--- src/rtl/rv32i_types_pkg.sv ---
// Shared RV32 pipeline types: load sizes, write-back select encodings,
// memory-stage FSM states and the byte-lane helpers used by both the
// store byte-enable path and the load extension path.
package rv32i_types_pkg;

    typedef logic [31:0] word_t;

    // funct3 of loads/stores; bits [1:0] give the access size
    typedef enum logic [2:0] {
        LB  = 3'd0,
        LH  = 3'd1,
        LW  = 3'd2,
        LBU = 3'd4,
        LHU = 3'd5
    } load_t;

    typedef enum logic [2:0] {
        W_SEL_LOAD  = 3'd0,
        W_SEL_WDATA = 3'd1,
        W_SEL_ALU   = 3'd3,
        W_SEL_CSR   = 3'd4
    } w_sel_t;

    typedef enum logic [1:0] {
        F_WSEL_FPU   = 2'd0,
        F_WSEL_LOAD  = 2'd1,
        F_WSEL_WDATA = 2'd2
    } f_wsel_t;

    typedef enum logic {
        IDLE = 1'b0,
        WAIT = 1'b1
    } mem_state_t;

    // Bit offset of a byte lane within a bus word
    function automatic logic [4:0] lane_shift(input logic [1:0] lane);
        return {lane, 3'b000};
    endfunction

    // Byte enables for an access of the given size (0 byte, 1 half, else word)
    function automatic logic [3:0] lane_byte_en(input logic [1:0] size,
                                                input logic [1:0] lane);
        logic [3:0] be;
        case (size)
            2'd0:    be = 4'b0001 << lane;
            2'd1:    be = 4'b0011 << lane;
            default: be = 4'b1111;
        endcase
        return be;
    endfunction

    function automatic logic is_misaligned(input logic [1:0] size,
                                           input logic [1:0] lane);
        logic bad;
        case (size)
            2'd0:    bad = 1'b0;
            2'd1:    bad = lane[0];
            default: bad = (lane != 2'd0);
        endcase
        return bad;
    endfunction

endpackage

--- src/rtl/pipe5_load_ext.sv ---
// Load data extraction: selects the addressed byte/halfword from the bus
// word and sign- or zero-extends it according to the load funct3.
//   rdata   : raw bus read data
//   ld_type : funct3 (LB/LH/LW/LBU/LHU)
//   lane    : address bits [1:0]
//   ext     : extended load result
module pipe5_load_ext
    import rv32i_types_pkg::*;
(
    input  word_t       rdata,
    input  logic [2:0]  ld_type,
    input  logic [1:0]  lane,
    output word_t       ext
);

    word_t shifted;

    always_comb begin
        shifted = rdata >> lane_shift(lane);
        case (load_t'(ld_type))
            LB:      ext = {{24{shifted[7]}}, shifted[7:0]};
            LH:      ext = {{16{shifted[15]}}, shifted[15:0]};
            LBU:     ext = {24'd0, shifted[7:0]};
            LHU:     ext = {16'd0, shifted[15:0]};
            default: ext = shifted;
        endcase
    end

endmodule

--- src/rtl/pipe5_memory_stage.sv ---
// Memory stage of the five-stage pipeline. Issues data-bus loads/stores,
// waits on dbus_busy, extends load data and registers every write-back
// field into the memory/writeback pipeline register.
//   CLK, RST        : clock, synchronous active-high reset
//   ex_*            : execute/memory pipeline register contents
//   flush           : squash the instruction in this stage
//   dbus_*          : data-bus request/response
//   mem_stall       : hold upstream while a bus access is outstanding
//   misaligned      : one-cycle pulse for a trapped misaligned access
//   wb_*            : memory/writeback pipeline register
module pipe5_memory_stage
    import rv32i_types_pkg::*;
#(
    parameter int unsigned ADDR_W = 32,
    parameter int unsigned DATA_W = 32
) (
    input  logic                CLK,
    input  logic                RST,
    input  logic                ex_valid,
    input  logic                ex_ren,
    input  logic                ex_wen_mem,
    input  logic [2:0]          ex_ld_type,
    input  logic [DATA_W-1:0]   ex_alu_out,
    input  logic [DATA_W-1:0]   ex_store_data,
    input  logic [DATA_W-1:0]   ex_csr_rdata,
    input  logic [DATA_W-1:0]   ex_reg_wdata,
    input  logic                ex_wen,
    input  logic [4:0]          ex_reg_rd,
    input  logic [2:0]          ex_w_sel,
    input  logic                ex_f_wen,
    input  logic [1:0]          ex_f_wsel,
    input  logic [4:0]          ex_f_reg_rd,
    input  logic [DATA_W-1:0]   ex_fpu_out,
    input  logic [DATA_W-1:0]   ex_f_wdata,
    input  logic                flush,
    output logic [ADDR_W-1:0]   dbus_addr,
    output logic                dbus_ren,
    output logic                dbus_wen,
    output logic [DATA_W-1:0]   dbus_wdata,
    output logic [3:0]          dbus_byte_en,
    input  logic                dbus_busy,
    input  logic [DATA_W-1:0]   dbus_rdata,
    output logic                mem_stall,
    output logic                misaligned,
    output logic                wb_wen,
    output logic [4:0]          wb_reg_rd,
    output logic [2:0]          wb_w_sel,
    output logic [DATA_W-1:0]   wb_alu_port_out,
    output logic [DATA_W-1:0]   wb_dload_ext,
    output logic [DATA_W-1:0]   wb_csr_rdata,
    output logic [DATA_W-1:0]   wb_reg_file_wdata,
    output logic                wb_f_wen,
    output logic [1:0]          wb_f_wsel,
    output logic [4:0]          wb_f_reg_rd,
    output logic [DATA_W-1:0]   wb_fpu_out,
    output logic [DATA_W-1:0]   wb_f_wdata
);

    mem_state_t         state_q, state_d;
    logic               flush_q;

    // Request latched on entry to WAIT so it stays stable even if the
    // upstream register changes after a flush.
    logic               req_ren_q, req_wen_q;
    logic [ADDR_W-1:0]  req_addr_q;
    logic [DATA_W-1:0]  req_wdata_q;
    logic [3:0]         req_be_q;
    logic [2:0]         req_type_q;
    logic [1:0]         req_lane_q;

    logic [1:0]         lane, size;
    logic               mem_op, mis, issue, kill;
    logic [DATA_W-1:0]  store_rep;
    logic [2:0]         ext_type;
    logic [1:0]         ext_lane;
    word_t              dload_ext;

    assign lane   = ex_alu_out[1:0];
    assign size   = ex_ld_type[1:0];
    assign mem_op = ex_valid & (ex_ren | ex_wen_mem);
    assign mis    = mem_op & is_misaligned(size, lane);
    assign issue  = mem_op & ~mis & ~flush;

    always_comb begin
        case (size)
            2'd0:    store_rep = {4{ex_store_data[7:0]}};
            2'd1:    store_rep = {2{ex_store_data[15:0]}};
            default: store_rep = ex_store_data;
        endcase
    end

    always_comb begin
        state_d      = state_q;
        dbus_ren     = 1'b0;
        dbus_wen     = 1'b0;
        dbus_addr    = '0;
        dbus_wdata   = '0;
        dbus_byte_en = '0;
        ext_type     = ex_ld_type;
        ext_lane     = lane;
        kill         = flush | mis;
        case (state_q)
            IDLE: begin
                if (issue) begin
                    dbus_ren     = ex_ren;
                    dbus_wen     = ex_wen_mem & ~ex_ren;
                    dbus_addr    = {ex_alu_out[ADDR_W-1:2], 2'b00};
                    dbus_wdata   = (ex_wen_mem & ~ex_ren) ? store_rep : '0;
                    dbus_byte_en = lane_byte_en(size, lane);
                    // busy low in the first request cycle completes here
                    if (dbus_busy) begin
                        state_d = WAIT;
                    end
                end
            end
            WAIT: begin
                dbus_ren     = req_ren_q;
                dbus_wen     = req_wen_q;
                dbus_addr    = req_addr_q;
                dbus_wdata   = req_wdata_q;
                dbus_byte_en = req_be_q;
                ext_type     = req_type_q;
                ext_lane     = req_lane_q;
                kill         = flush_q | flush;
                if (!dbus_busy) begin
                    state_d = IDLE;
                end
            end
            default: state_d = IDLE;
        endcase
        if (RST) begin
            state_d      = IDLE;
            dbus_ren     = 1'b0;
            dbus_wen     = 1'b0;
            dbus_addr    = '0;
            dbus_wdata   = '0;
            dbus_byte_en = '0;
        end
    end

    assign mem_stall = (dbus_ren | dbus_wen) & dbus_busy;

    pipe5_load_ext u_load_ext (
        .rdata   (dbus_rdata),
        .ld_type (ext_type),
        .lane    (ext_lane),
        .ext     (dload_ext)
    );

    always_ff @(posedge CLK) begin
        if (RST) begin
            state_q     <= IDLE;
            flush_q     <= 1'b0;
            req_ren_q   <= 1'b0;
            req_wen_q   <= 1'b0;
            req_addr_q  <= '0;
            req_wdata_q <= '0;
            req_be_q    <= '0;
            req_type_q  <= '0;
            req_lane_q  <= '0;
        end else begin
            state_q <= state_d;
            if (state_q == IDLE && state_d == WAIT) begin
                req_ren_q   <= dbus_ren;
                req_wen_q   <= dbus_wen;
                req_addr_q  <= dbus_addr;
                req_wdata_q <= dbus_wdata;
                req_be_q    <= dbus_byte_en;
                req_type_q  <= ex_ld_type;
                req_lane_q  <= lane;
            end
            // A flush seen at any point of an outstanding access sticks
            // until the access drains.
            flush_q <= (state_q == WAIT) && (state_d == WAIT) && (flush_q | flush);
        end
    end

    always_ff @(posedge CLK) begin
        if (RST) begin
            misaligned        <= 1'b0;
            wb_wen            <= 1'b0;
            wb_reg_rd         <= '0;
            wb_w_sel          <= '0;
            wb_alu_port_out   <= '0;
            wb_dload_ext      <= '0;
            wb_csr_rdata      <= '0;
            wb_reg_file_wdata <= '0;
            wb_f_wen          <= 1'b0;
            wb_f_wsel         <= '0;
            wb_f_reg_rd       <= '0;
            wb_fpu_out        <= '0;
            wb_f_wdata        <= '0;
        end else begin
            misaligned <= (state_q == IDLE) & mis & ~flush;
            if (mem_stall) begin
                // bubble so writeback does not replay the previous result
                wb_wen   <= 1'b0;
                wb_f_wen <= 1'b0;
            end else begin
                wb_wen            <= ex_valid & ex_wen & ~kill;
                wb_reg_rd         <= ex_reg_rd;
                wb_w_sel          <= ex_w_sel;
                wb_alu_port_out   <= ex_alu_out;
                wb_dload_ext      <= dload_ext;
                wb_csr_rdata      <= ex_csr_rdata;
                wb_reg_file_wdata <= ex_reg_wdata;
                wb_f_wen          <= ex_valid & ex_f_wen & ~kill;
                wb_f_wsel         <= ex_f_wsel;
                wb_f_reg_rd       <= ex_f_reg_rd;
                wb_fpu_out        <= ex_fpu_out;
                wb_f_wdata        <= ex_f_wdata;
            end
        end
    end

endmodule

--- config.mk ---
export PLATFORM = sky130hd
export DESIGN_NAME = pipe5_memory_stage
export DESIGN_NICKNAME = d
export VERILOG_FILES = /design/src/rtl/rv32i_types_pkg.sv /design/src/rtl/pipe5_load_ext.sv /design/src/rtl/pipe5_memory_stage.sv
export SDC_FILE = /design/constraint.sdc
export NUM_CORES = 1
export LEC_CHECK = 0
export BUFFER_PORTS_ARGS = -buffer_cell sky130_fd_sc_hd__buf_2
export CAP_MARGIN = 30
export CORE_AREA = 2 2 206 208
export CTS_CLUSTER_DIAMETER = 150
export CTS_CLUSTER_SIZE = 10
export DETAILED_ROUTE_END_ITERATION = 7
export DIE_AREA = 0 0 208 210
export GPL_ROUTABILITY_DRIVEN = 0
export SLEW_MARGIN = 15
export SYNTH_ARGS = -nofsm -noshare
export SYNTH_HDL_FRONTEND = slang
export SYNTH_SLANG_ARGS = --single-unit
--- constraint.sdc ---
create_clock -name CLK -period 5.6 [get_ports CLK]
set_input_delay 0.56 -clock CLK [delete_from_list [all_inputs] [get_ports CLK]]
set_output_delay 0.56 -clock CLK [all_outputs]
set_load 0.005 [all_outputs]
# After elaboration in Yosys (flattened, before gate mapping)
# Index checks and enable logic that the tools add are counted.
[totals]
reg_bits = 287
in_bits = 251
out_inout_bits = 281
wordCells = 84
[classes]
eq_ne = 4
reduce_logical = 7
shift = 3
n_bitwise = 21
n_mux = 27
[op_table]
columns = ["op", "count"]
rows = [
  ["$pmux W32 S2", 3],
  ["$mux W32", 5],
  ["$pmux W32 S4", 1],
  ["$shr A32 B5 Y32", 1],
  ["$pmux W4 S2", 2],
  ["$and A1 B1 Y1", 12],
  ["$mux W1", 8],
  ["$mux W4", 2],
  ["$pmux W1 S2", 4],
  ["$eq A3 B3 Y1 const B", 2],
  ["$not A1 Y1", 5],
  ["$or A1 B1 Y1", 4],
  ["$shl A1 B2 Y4 const A", 1],
  ["$shl A2 B2 Y4 const A", 1],
  ["$eq A3 B1 Y1 const B", 1],
  ["$logic_and A1 B1 Y1", 3],
  ["$logic_not A3 Y1", 1],
  ["$mux W3", 1],
  ["$eq A2 B1 Y1 const B", 1],
  ["$logic_not A2 Y1", 1],
  ["$mux W2", 1],
  ["$reduce_bool A2 Y1", 1],
  ["$reduce_or A2 Y1", 1],
]

# Logic depth before layout (Yosys ltp)
[depth]
depth_word = 12
mapped_depth = 10
mapped_depth_nobuf = 6

# Modules after synthesis
# Synthesis repeated with hierarchy kept, for this count alone.
[hier_totals]
cells_unflattened = 1313
hier_area_um2 = 13057.5
[modules_own_cells]
columns = ["mod", "instances", "area_per_inst_um2", "cells_each"]
rows = [
  ["pipe5_memory_stage", 1, 12363.1, 1206],
  ["pipe5_load_ext", 1, 694.4, 107],
]

# Worst setup path before layout
# Ideal clock, no wire load.
[synth_path]
kind = "in2out"
from = "input port ex_ld_type[1]"
to = "output port mem_stall"
cell_stages = 8
setup_slack_ns = 3.261
n_path_buf = 4
t_arrival_ns = 1.779
required_time_ns = 5.040
path_cell_list = "buf_4 -> a21oi_2 -> o2111ai_2 -> o22a_1 -> buf_4 -> inv_4 -> buf_6 -> buf_6"
[synth_between]
elab_chain_len = 11
elab_cells_between_ends = 15
cone_classes = "eq/ne: 1; mux: 7; bitwise: 6; reduce/logical: 1"
[synth_lines]
columns = ["element", "line_no", "rtl"]
rows = [
  ["start, declared", "pipe5_memory_stage.sv:22", "input logic [2:0] ex_ld_type,"],
  ["$eq A2 B1 Y1 / $logic_not A2 Y1 (equally long branches)", "rv32i_types_pkg.sv:55", "case (size)"],
  ["$pmux W1 S2 *", "rv32i_types_pkg.sv:55", ""],
  ["$and A1 B1 Y1 *", "pipe5_memory_stage.sv:81", "assign mis = mem_op & is_misaligned(size, lane);"],
  ["$not A1 Y1 *", "pipe5_memory_stage.sv:82", "assign issue = mem_op & ~mis & ~flush;"],
  ["$and A1 B1 Y1 * (2 in series)", "pipe5_memory_stage.sv:82", ""],
  ["$mux W1", "pipe5_memory_stage.sv:104", "if (issue) begin"],
  ["$pmux W1 S2", "pipe5_memory_stage.sv:102", "case (state_q)"],
  ["$mux W1", "pipe5_memory_stage.sv:131", "if (RST) begin"],
  ["$or A1 B1 Y1 *", "pipe5_memory_stage.sv:141", "assign mem_stall = (dbus_ren | dbus_wen) & dbus_busy;"],
  ["$and A1 B1 Y1 *", "pipe5_memory_stage.sv:141", ""],
  ["end, declared", "pipe5_memory_stage.sv:43", "output logic mem_stall,"],
]
# Every way passes the cells marked *; elsewhere a longest branch is shown, timed or not.

# Worst setup path in the final report
# Same ends and word-level chain as after synthesis.

==> impl_metrics.py <==
metrics = {
    "clocking": {
        "insertion_delay_ns": 0.53,
        "postCtsSetupBuffers": 0,
        "numCtsBuffers": 34,
        "cts_max_path_buffers": 3,
        "htreeDepth": 2,
        "clockRootBuffer": "clkbuf_16",
        "ctsResizeCount": 0,
        "clock_sinks": 287,
        "clk_pin_slew_ns": 0.05,
        "cts_tree": "built",
        "cts_hold_buffers": 0,
    },
    "power": {
        "clkPwrFrac_pct": 42.0,
        "power_switching_mw": 1.18,
        "p_int_mw": 3.47,
        "pwr-share-seq_pct": 47.0,
        "p_per_area_nw_per_um2": 296,
        "peakVddDrop_v": 0.000167,
        "p_leak_nw": 7.29,
        "p_total_mw": 4.65,
        "combPwrFrac_pct": 10.9,
        "p_sw_share_pct": 25.5,
    },
    "worst_setup_path": {
        "reg2reg_depth": 7,
        "path_max_fanout": 91,
        "worstSetupEndpointType": "output pin",
        "cp-start-kind": "primary input",
        "crit_type": "primary input to output pin",
        "required_ns": 5.04,
        "reg2reg_slack_ns": 2.70,
        "r2r-start": "state_q",
        "startpoint": "ex_ld_type[1]",
        "crit_path_end": "mem_stall",
        "arrival_ns": 2.93,
        "r2r-end": "req_wdata_q[3]",
    },
    "timing": {
        "fin_setup_tns_ns": 0,
        "fin_skew_ns": 0.0150,
        "fin_crit_sh_pct": 62.3,
        "period_minus_slack_ns": 3.49,
        "maxSlewHeadroom_pct": 19.3,
        "rsz0062_at_grt": "no",
        "finalMaxSlewViolations": 0,
        "max_slew.worst_pin.slew_ns": 1.21,
        "setup_viol_count_final": 0,
        "timing.fmax_mhz": 287,
        "holdWs_ns": 0.243,
        "hold_viol": 0,
    },
    "die": {
        "chipWidth_um": 208,
        "dieArea_um2": 43700,
        "start_util_pct": 28.9,
        "core_area_um2": 41500,
        "ioPinCount": 532,
        "die_y_um": 210,
        "rows": 75,
    },
    "finish": {
        "final_area_um2": 15700,
        "drive_gt1_share_pct": 29.8,
        "syn_to_final_growth_pct": 31.2,
        "fin_util_pct": 37.9,
        "nNetsFinal": 2275,
        "layout_common_cells": "buf_2, nand2_1, a21oi_1",
        "final_common_cell": "buf_2",
    },
    "yosys": {
        "synthArstFlopShare_pct": 0,
        "synth-main-ff-cell": "dfxtp_1",
        "synth_area_um2": 12000,
        "syn-num-nets": 1829,
        "yosysSeqAreaShare_pct": 47.9,
        "synth-edff-count": 0,
        "postSynthCellCount": 1578,
        "synth-warning-count": 0,
        "yosysUniqueCellTypes": 50,
        "synth_area_per_cell_um2": 7.60,
        "synth.ff_latch_count": 287,
    },
    "global_route": {
        "grtUsageMet1_pct": 23.4,
        "busiest_layer": "met2",
        "antenna_found_initial": 6,
        "grt_usage_pct": 18.5,
        "grt_pass1_vias": 11900,
        "grt_start_max_net_pins": 215,
        "use_met2_pct": 30.2,
        "grt_pass1_wl_mm": 65.5,
        "grt_overflow": 0,
        "grt.met3_usage_pct": 4.77,
    },
    "status": {
        "status": "completed",
    },
    "drt": {
        "post-route-drc-count": 0,
        "drtIter0Drc": 929,
        "routed_wirelength_mm": 43.0,
        "drtAntennaViolNets": 0,
        "vias": 12600,
        "drt-vias-per-instance": 4.90,
        "detail_route.wl_per_cell_um": 16.7,
        "dr.pass1.iters": 5,
    },
    "placement": {
        "placed_cell_area_um2": 14800,
        "port_buffers": 531,
        "dp_hpwl_mm": 29.6,
    },
    "hold_path": {
        "hold_depth": 2,
        "hold_path.class": "primary input to flop",
    },
    "flow_run": {
        "max_cap_violations": 0,
    },
}
cell type report:
| class | count | area, um^2 |
|---|---|---|
| fill | 4371 | 25700 |
| sequential | 287 | 5750 |
| multi-input combinational | 1154 | 5540 |
| timing repair buffer | 543 | 2820 |
| clock buffer | 36 | 880 |
| tap | 539 | 674 |
| clock inverter | 3 | 37.5 |
| inverter | 4 | 20.0 |
| antenna | 3 | 7.51 |
state kept, by name (all words and copies together), names as in the netlist, 2 cells and up:
name	count
req_addr_q	32
req_be_q	4
req_lane_q	2
req_type_q	3
req_wdata_q	32
wb_alu_port_out	32
wb_csr_rdata	32
wb_dload_ext	32
wb_f_reg_rd	5
wb_f_wdata	32
wb_f_wsel	2
wb_fpu_out	32
wb_reg_file_wdata	32
wb_reg_rd	5
wb_w_sel	3
worst min path at each step:
stage	from	to	slack [ns]
floorplan	req_be_q[3]	req_be_q[3]	0.44
global placement	wb_reg_file_wdata[31]	wb_reg_file_wdata[31]	0.43
detailed placement	wb_alu_port_out[2]	wb_alu_port_out[2]	0.44
CTS	ex_f_wen	wb_f_wen	0.21
global route	ex_f_wen	wb_f_wen	0.24
finish	ex_f_wen	wb_f_wen	0.24
power groups by stage:
stage	Combinational, mW	Sequential (mW)	Clock, mW
6_report	0.509	2.19	1.96
2_1_floorplan	0.233	2.24	0
5_1_grt	0.563	2.20	2.10
3_3_place_gp	0.501	2.23	0
4_1_cts	0.512	2.19	2.02
3_5_place_dp	0.510	2.23	0
cell usage after synthesis, drive strengths merged, types with 2 or more instances:
| master | instances | share of area (%) |
|---|---|---|
| a211oi | 2 | 0.13 |
| a21oi | 306 | 13 |
| a22oi | 54 | 3.5 |
| a2bb2oi | 7 | 0.51 |
| a31oi | 9 | 0.52 |
| and2 | 5 | 0.26 |
| and3 | 4 | 0.21 |
| and4 | 2 | 0.15 |
| buf | 60 | 3.6 |
| clkbuf | 73 | 2.3 |
| dfxtp | 287 | 48 |
| inv | 4 | 0.15 |
| mux2 | 9 | 0.88 |
| mux2i | 26 | 2.3 |
| nand2 | 529 | 17 |
| nand3 | 34 | 1.4 |
| nor2 | 89 | 2.8 |
| nor2b | 2 | 0.10 |
| nor3 | 4 | 0.17 |
| nor3b | 5 | 0.35 |
| o2111ai | 2 | 0.20 |
| o211a | 2 | 0.17 |
| o21ai | 49 | 2.0 |
critical path, cell delays in order:
cell	delay, ns
buf_2	0.36
nor2_2	0.64
o2111ai_4	0.29
o22a_4	0.31
inv_6	0.51
buf_2	0.24
metal layers:
layer | up-vias | part of all wire, % | wire length [um]
met4 | 6 | 2.7 | 1180
met3 | 74 | 7.4 | 3170
met2 | 440 | 48 | 20700
met5 | - | 0.088 | 38
met1 | 5892 | 42 | 18000
li1 | 6165 | - | -
cell families (layout without fill, tap and decap cells):
logic type / count (synthesis) / count (layout) / synth area share [%]
xor+xnor: 1 / 1 / 0.0731
compound gates: 439 / 439 / 20.4
flops: 287 / 287 / 47.9
other cells: 0 / 3 / 0
simple gates: 679 / 679 / 22.4
mux: 35 / 35 / 3.15
buf+inv: 137 / 586 / 6.03
stage by stage:
stage	setup WS [ns]	cells
6_report	2.11	2569
2_1_floorplan	3.26	1578
4_1_cts	2.04	2565
3_5_place_dp	1.96	2526
3_3_place_gp	1.99	2525
5_1_grt	1.89	2569
No activity file was read; power rests on OpenSTA's default activity.
